--- src/rtl/solver_sequencer.sv ---
// ASCII front end for the window-compare solver. It parses newline-terminated decimal numbers,
// strobes each one into the solver, and latches the solver's final result.
module solver_sequencer #(
    parameter int unsigned WIDTH  = 32,
    parameter int unsigned CNT_W  = 16,
    parameter int unsigned SETTLE = 1
) (
    input  logic             clk,
    input  logic             reset_n,
    input  logic             start,
    input  logic             in_valid,
    output logic             in_ready,
    input  logic [7:0]       in_data,
    input  logic             in_last,
    output logic             solver_reset,
    output logic             solver_enable,
    output logic [WIDTH-1:0] solver_value,
    input  logic [WIDTH-1:0] solver_solution,
    output logic             busy,
    output logic             done,
    output logic [WIDTH-1:0] result,
    output logic [CNT_W-1:0] count,
    output logic             error
);

    localparam int unsigned SW = (SETTLE > 1) ? $clog2(SETTLE) : 1;

    typedef enum logic [2:0] {IDLE, CLEAR, PARSE, ISSUE, FLUSH, DONE} state_t;

    state_t           state;
    logic [WIDTH-1:0] acc;
    logic             have_digit;
    logic             final_flag;
    logic [SW-1:0]    settle_cnt;

    logic [WIDTH+3:0] prod;
    logic [WIDTH-1:0] nacc;
    logic             nhd;
    logic             nerr;
    logic             is_digit;
    logic             is_nl;

    // Effect of the byte currently on in_data, assuming it transfers this cycle.
    always_comb begin
        is_digit = (in_data >= 8'h30) && (in_data <= 8'h39);
        is_nl    = (in_data == 8'h0a);
        prod     = {4'b0000, acc} * (WIDTH+4)'(10) + (WIDTH+4)'(in_data[3:0]);
        nacc     = acc;
        nhd      = have_digit;
        nerr     = error;
        if (is_digit) begin
            nhd = 1'b1;
            if (|prod[WIDTH+3:WIDTH]) begin
                nacc = '1;
                nerr = 1'b1;
            end else begin
                nacc = prod[WIDTH-1:0];
            end
        end else if (!is_nl && in_data != 8'h0d) begin
            nerr = 1'b1;
        end
    end

    always_ff @(posedge clk) begin
        if (!reset_n) begin
            state         <= IDLE;
            in_ready      <= 1'b0;
            solver_reset  <= 1'b1;
            solver_enable <= 1'b0;
            solver_value  <= '0;
            busy          <= 1'b0;
            done          <= 1'b0;
            result        <= '0;
            count         <= '0;
            error         <= 1'b0;
            acc           <= '0;
            have_digit    <= 1'b0;
            final_flag    <= 1'b0;
            settle_cnt    <= '0;
        end else begin
            case (state)
                IDLE, DONE: begin
                    solver_reset <= 1'b0;
                    if (start) begin
                        state        <= CLEAR;
                        solver_reset <= 1'b1;
                        busy         <= 1'b1;
                        done         <= 1'b0;
                        error        <= 1'b0;
                        count        <= '0;
                        acc          <= '0;
                        have_digit   <= 1'b0;
                        final_flag   <= 1'b0;
                    end
                end
                CLEAR: begin
                    state        <= PARSE;
                    solver_reset <= 1'b0;
                    in_ready     <= 1'b1;
                end
                PARSE: begin
                    if (in_valid && in_ready) begin
                        acc        <= nacc;
                        have_digit <= nhd;
                        error      <= nerr;
                        // in_last with a pending number issues it first, then flushes.
                        if ((in_last && nhd) || (is_nl && nhd)) begin
                            state         <= ISSUE;
                            in_ready      <= 1'b0;
                            solver_enable <= 1'b1;
                            solver_value  <= nacc;
                            final_flag    <= in_last;
                        end else if (in_last) begin
                            state      <= FLUSH;
                            in_ready   <= 1'b0;
                            settle_cnt <= '0;
                        end
                    end
                end
                ISSUE: begin
                    solver_enable <= 1'b0;
                    acc           <= '0;
                    have_digit    <= 1'b0;
                    if (count != '1) count <= count + 1'b1;
                    if (final_flag) begin
                        state      <= FLUSH;
                        settle_cnt <= '0;
                    end else begin
                        state    <= PARSE;
                        in_ready <= 1'b1;
                    end
                end
                FLUSH: begin
                    if (settle_cnt == SW'(SETTLE - 1)) begin
                        state  <= DONE;
                        result <= solver_solution;
                        busy   <= 1'b0;
                        done   <= 1'b1;
                    end else begin
                        settle_cnt <= settle_cnt + 1'b1;
                    end
                end
                default: state <= IDLE;
            endcase
        end
    end

endmodule

--- config.mk ---
export PLATFORM = sky130hd
export DESIGN_NAME = solver_sequencer
export DESIGN_NICKNAME = d
export VERILOG_FILES = /design/src/rtl/solver_sequencer.sv
export SDC_FILE = /design/constraint.sdc
export NUM_CORES = 1
export LEC_CHECK = 0
export CELL_PAD_IN_SITES_DETAIL_PLACEMENT = 1
export CELL_PAD_IN_SITES_GLOBAL_PLACEMENT = 1
export CORE_MARGIN = 2
export CORE_UTILIZATION = 44
export CTS_CLUSTER_DIAMETER = 120
export DETAILED_ROUTE_END_ITERATION = 7
export PLACE_DENSITY_LB_ADDON = 0.1
export SYNTH_ARGS = -nofsm -noshare
export SYNTH_HDL_FRONTEND = slang
export SYNTH_SLANG_ARGS = --single-unit
--- constraint.sdc ---
create_clock -name clk -period 9.7 [get_ports clk]
set_input_delay 2.91 -clock clk [delete_from_list [all_inputs] [get_ports clk]]
set_output_delay 2.91 -clock clk [all_outputs]
set_load 0.02 [all_outputs]
# Yosys cells after proc, flatten, opt, wreduce, memory -nomap -nowiden

Index checks and enable logic that the tools add are counted.

Add/sub/neg operators: 3
$mul: 1
Divide/modulo/power cells: 0
$lt $le $gt $ge: 2
Eq/ne operators: 20
Shifts and indexed selects: 0
Muxes and demuxes: 47
Bitwise operators: 1
Reductions and logical operators: 29

Operators by type and width:

| operator                | number |
|---|---|
| $mux W32                | 4 |
| $pmux W32 S3            | 1 |
| $add A36 B4 Y36         | 1 |
| $mul A32 B3 Y35 const B | 1 |
| $mux W16                | 2 |
| $pmux W16 S2            | 1 |
| $mux W1                 | 23 |
| $mux W3                 | 6 |
| $ne A2 B2 Y1 const B    | 9 |
| $add A16 B1 Y16 const B | 1 |
| $ne A16 B16 Y1 const B  | 1 |
| $pmux W3 S5             | 1 |
| $reduce_and A3 Y1       | 5 |
| $pmux W1 S2             | 6 |
| $reduce_and A4 Y1       | 3 |
| $reduce_and A5 Y1       | 2 |
| $reduce_bool A2 Y1      | 5 |
| $ne A3 B3 Y1 const B    | 3 |
| $pmux W1 S3             | 3 |
| $reduce_bool A3 Y1      | 3 |
| $eq A8 B4 Y1 const B    | 1 |
| $ge A8 B6 Y1 const B    | 1 |
| $le A8 B6 Y1 const B    | 1 |
| $ne A8 B4 Y1 const B    | 1 |
| other kinds (12)        | 18 |

Flip-flop bits (word level): 124
Bits in latches: 0
Memory bits (writable): 0
Bits in read-only memories: 0
Output and inout port bits: 86
Memories kept: 0

# Longest topological paths before layout

Word-level depth: 8
Mapped depth: 18
Mapped depth without buffers: 15

# Least setup slack after synthesis

Ideal clock, no wire load.

Path type: input-to-reg
From: input in_data[1]
To: register solver_value[11]
Data arrival time: 6449 ps
Path slack: 3193 ps
Stages on the path: 17
Buffers on the path: 3
Cells stage by stage: ha_1 inv_1 fa_1 nor2b_1 o21ai_0 or3b_1 nand3b_1 nor4_1 nand3_1 or3_1 buf_2 o311a_1 mux2_4 buf_6 buf_8 a211oi_2 a31o_2

Longest elaborated chain between the ends: 6
Elaborated cells between the ends (all ways): 13

Ends and longest elaborated chain:

| what                                                    | line | source |
|---|---|---|
| start, declared                                         | 13   | `input logic [7:0] in_data,` |
| branches (longest 6 deep; another with $add A36 B4 Y36) | n/a  |  |
| end signal, assigned                                    | 111  | `solver_value <= nacc;` |
| end, declared                                           | 17   | `output logic [WIDTH-1:0] solver_value,` |

Several ways; the timed one is not identified.
A chain may end at the register's enable or synchronous reset.

# Final worst setup path

From: input in_data[1]
To: register solver_value[2]

Same word-level chain as after synthesis.

==> qor.txt <==
CP max FO -> 46
Clock Latency Late Sink -> 0.41 ns
Post-synth top flop -> dfxtp_1
Slew @ Worst Pin -> 1.17 ns
Hold Buf Count CTS -> 0
MaxCap Viol Count -> 0
Yosys warning count -> 0
Initial DRC count -> 421
Synth Instances -> 1027
Count of input and output buffers -> 130
Via density -> 5.85
Initial core utilization -> 45.2%
Pwr/cell area -> 139 mW/mm^2
Skew final -> 0.00762 ns
Worst hold path class -> reg -> reg
Die width -> 140 um
Fin. Hold Viols -> 0
Critical Path RT -> 10.05 ns
Area share of fa/ha/maj cells after synthesis -> 10.3%
Outcome -> finished, final reports clean
Largest family of logic cells by synthesized area -> compound AO/OA/AOI/OAI gates
CTS HTree Levels -> 4
Initial antenna violation count -> 0
I/O pins -> 131
Final period util -> 75.0%
Post-Synth Simple-Gate Area -> 21.0%
CP startpoint kind -> input port
Max Used Layer -> met4
Cell-by-cell trace of the critical path -> clkdlybuf4s50_1 -> ha_1 -> inv_1 -> fa_1 -> nor2b_1 -> o21ai_0 -> or3b_1 -> nand3b_1 -> nor4_1 -> nand3_1 -> or3_1 -> o311a_1 -> mux2_4 -> a211oi_1 -> a31o_2
Post-synth EDFFs -> 0
Drt pass-1 iters -> 5
Row count -> 49
Max Clock Freq -> 0.137 GHz
RD Place Congestion -> 0.850
Final setup TNS -> 0 ns
Largest net degree at the start of global routing -> 73
Residual DRC -> 0
Vias in the first global route -> 7916
# clock sinks -> 123
Clock Tree Root -> clkbuf_16
Crit-path leading delay family -> simple AND/OR/NAND/NOR gates
Max clock buf depth -> 2
Post-synthesis mux area share -> 0.688%
Routed WL -> 25.8 mm
Synth async-reset ratio -> 0%
Synth unique cells -> 72
Die ar. -> 0.0197 sq mm
Critical path type -> in -> reg
Num CTS Buffers -> 17
Via count -> 7924
All-Layer GR Usage -> 26.3%
N_diodes -> 0
Hold WS -> 0.460 ns
Clock period minus worst slack -> 7.28 ns
Post_cts resized -> 0
Crit. End Element -> flip-flop
Die Y-Extent -> 140 um
Complex-gate fraction of the synthesized area -> 26.7%
GRT overflow -> 0
RSZ-0062 raised after global routing -> no
Met3 wire length -> 972 um
Avg Synthesized Cell Area -> 7.97 sq um
Core footprint -> 0.0181 sq mm
Mean routed wirelength per cell -> 19.0 um
Layout cells sized above 1 -> 5.77%
Worst-path clk slew -> 0.05 ns
Synth Cell Area -> 0.00818 sq mm
Synth Area in XOR/XNOR -> 6.31%
Syn nets -> 1138
Wire length on met2 -> 12.2 mm
Synthesis-stage register bit count -> 123
DP HPWL -> 19.0 mm
Max incr delay on CP -> 0.53 ns
VDD IR-drop max -> 0.000114 V
Final setup fails -> 0
CP bufs+invs -> 2
Buffer count from post-CTS setup fixing -> 0
Slew Viols, Final -> 0
First-pass GRT wire length -> 41.9 mm
Metal1 wirelength -> 12.3 mm
Slew HR -> 22.2%
Area delta synth->final -> 22.5%
CP arrival -> 7.63 ns
Register area share after synthesis -> 30.1%
Leak pwr -> 3.92 nW
Final ANT Viol Nets -> 0
CTS tree -> yes
Slowest cell on crit path -> nor4_1
Fin nets -> 1226
==> sequential cells by signal (all words and copies together), names as in the netlist <==
register and count:
solver_reset 1, error 1, state 3, result 32
busy 1, solver_value 32, acc 32, count 16
have_digit 1, in_ready 1, final_flag 1, solver_enable 1
done 1
==> final timing paths <==
| kind | startpoint | end | depth (start not counted) | slack [ns] |
|---|---|---|---|---|
| max | in_data[1] | solver_value[2]$_SDFFE_PN0P_ | 15 | 2.42 |
| min | busy$_SDFFE_PN0P_ | busy$_SDFFE_PN0P_ | 2 | 0.46 |
| max reg2reg | acc[3]$_SDFFE_PN0P_ | solver_value[6]$_SDFFE_PN0P_ | 15 | 4.61 |
| min reg2reg | busy$_SDFFE_PN0P_ | busy$_SDFFE_PN0P_ | 2 | 0.46 |
==> routing by layer <==
layer	vias to the layer above	GRT usage (%)
met1	3869	35.5
met3	20	4.27
met2	168	44.4
met5	-	0
met4	0	5.79
li1	3867	-
==> stage by stage <==
step	total power, mW	instance area, sq um	instances	utilization, %	setup slack [ns]
5_1_grt	1.46	10000	1355	55.4	2.05
6_report	1.40	10000	1355	55.4	2.42
3_3_place_gp	0.834	9500	1325	52.5	2.21
4_1_cts	1.41	10000	1355	55.4	2.47
3_5_place_dp	0.841	9500	1325	52.5	2.07
2_1_floorplan	0.728	8180	1027	-	3.19
==> Yosys cell counts, drive strengths merged, types with 10 or more instances <==
master    n  area, sq um
buf      16          120
inv      25         93.8
nand3    39          195
nand2   142          533
nor2     87          327
nor3     16         80.1
clkbuf   51          193
xor2     25          219
a31o     15          131
o22ai    10         62.6
xnor2    34          298
a21oi    74          370
a211oi   21          220
dfxtp   123         2460
o31ai    11         82.6
ha       64          801
a21boi   37          282
o22a     16          140
o21ai    67          335
nand4    13         81.3
==> power by group <==
part	switching, mW	internal (mW)
logic	0.164	0.103
registers	0.0308	0.536
clock network	0.212	0.350
==> placed cells by master (no fill, tap or decap), types with 8 or more instances in the layout <==
master and count:
nand2_1 142, clkdlybuf4s50_1 129, dfxtp_1 123, nor2_1 86, a21oi_1 74, o21ai_0 64, ha_1 64, nand3_1 39
a21boi_0 36, xnor2_1 34, inv_1 25, xor2_1 25, clkbuf_16 17, nor3_1 16, o22a_1 16, nand4_1 13
o31ai_1 11, a211oi_1 10, a211oi_2 10, o22ai_1 10, nor2b_1 9, and3_1 9, a22oi_1 9, and2_1 8
a21o_1 8, a31o_1 8
==> worst reg2reg max path: cells and delay by family (launching register included) <==
family                   cells  cell delay (ns)
adder cells (fa/ha/maj)      3             0.90
flip-flops                   1             0.36
multiplexers                 1             0.59
buffers and inverters        1             0.07
XOR/XNOR                     1             0.20
AND/OR/NAND/NOR              4             1.45
AO/OA/AOI/OAI                5             1.43
==> logic make-up after synthesis <==
group,Yosys count
and+or+nand+nor,368
DFF,123
adders and majority gates,66
buffers and inverters,92
muxes,5
xor gates and xnor gates,59
AOI/OAI and AO/OA,314
==> cell type report <==
type,count,area (sq um)
clock inverter,2,10.0
inverter,25,93.8
tap,229,287
clock buffer,28,507
timing repair buffer,136,1340
fill,2185,8070
sequential,123,2460
multi-input combinational,812,5320
Power figures use the tool's default switching activity.
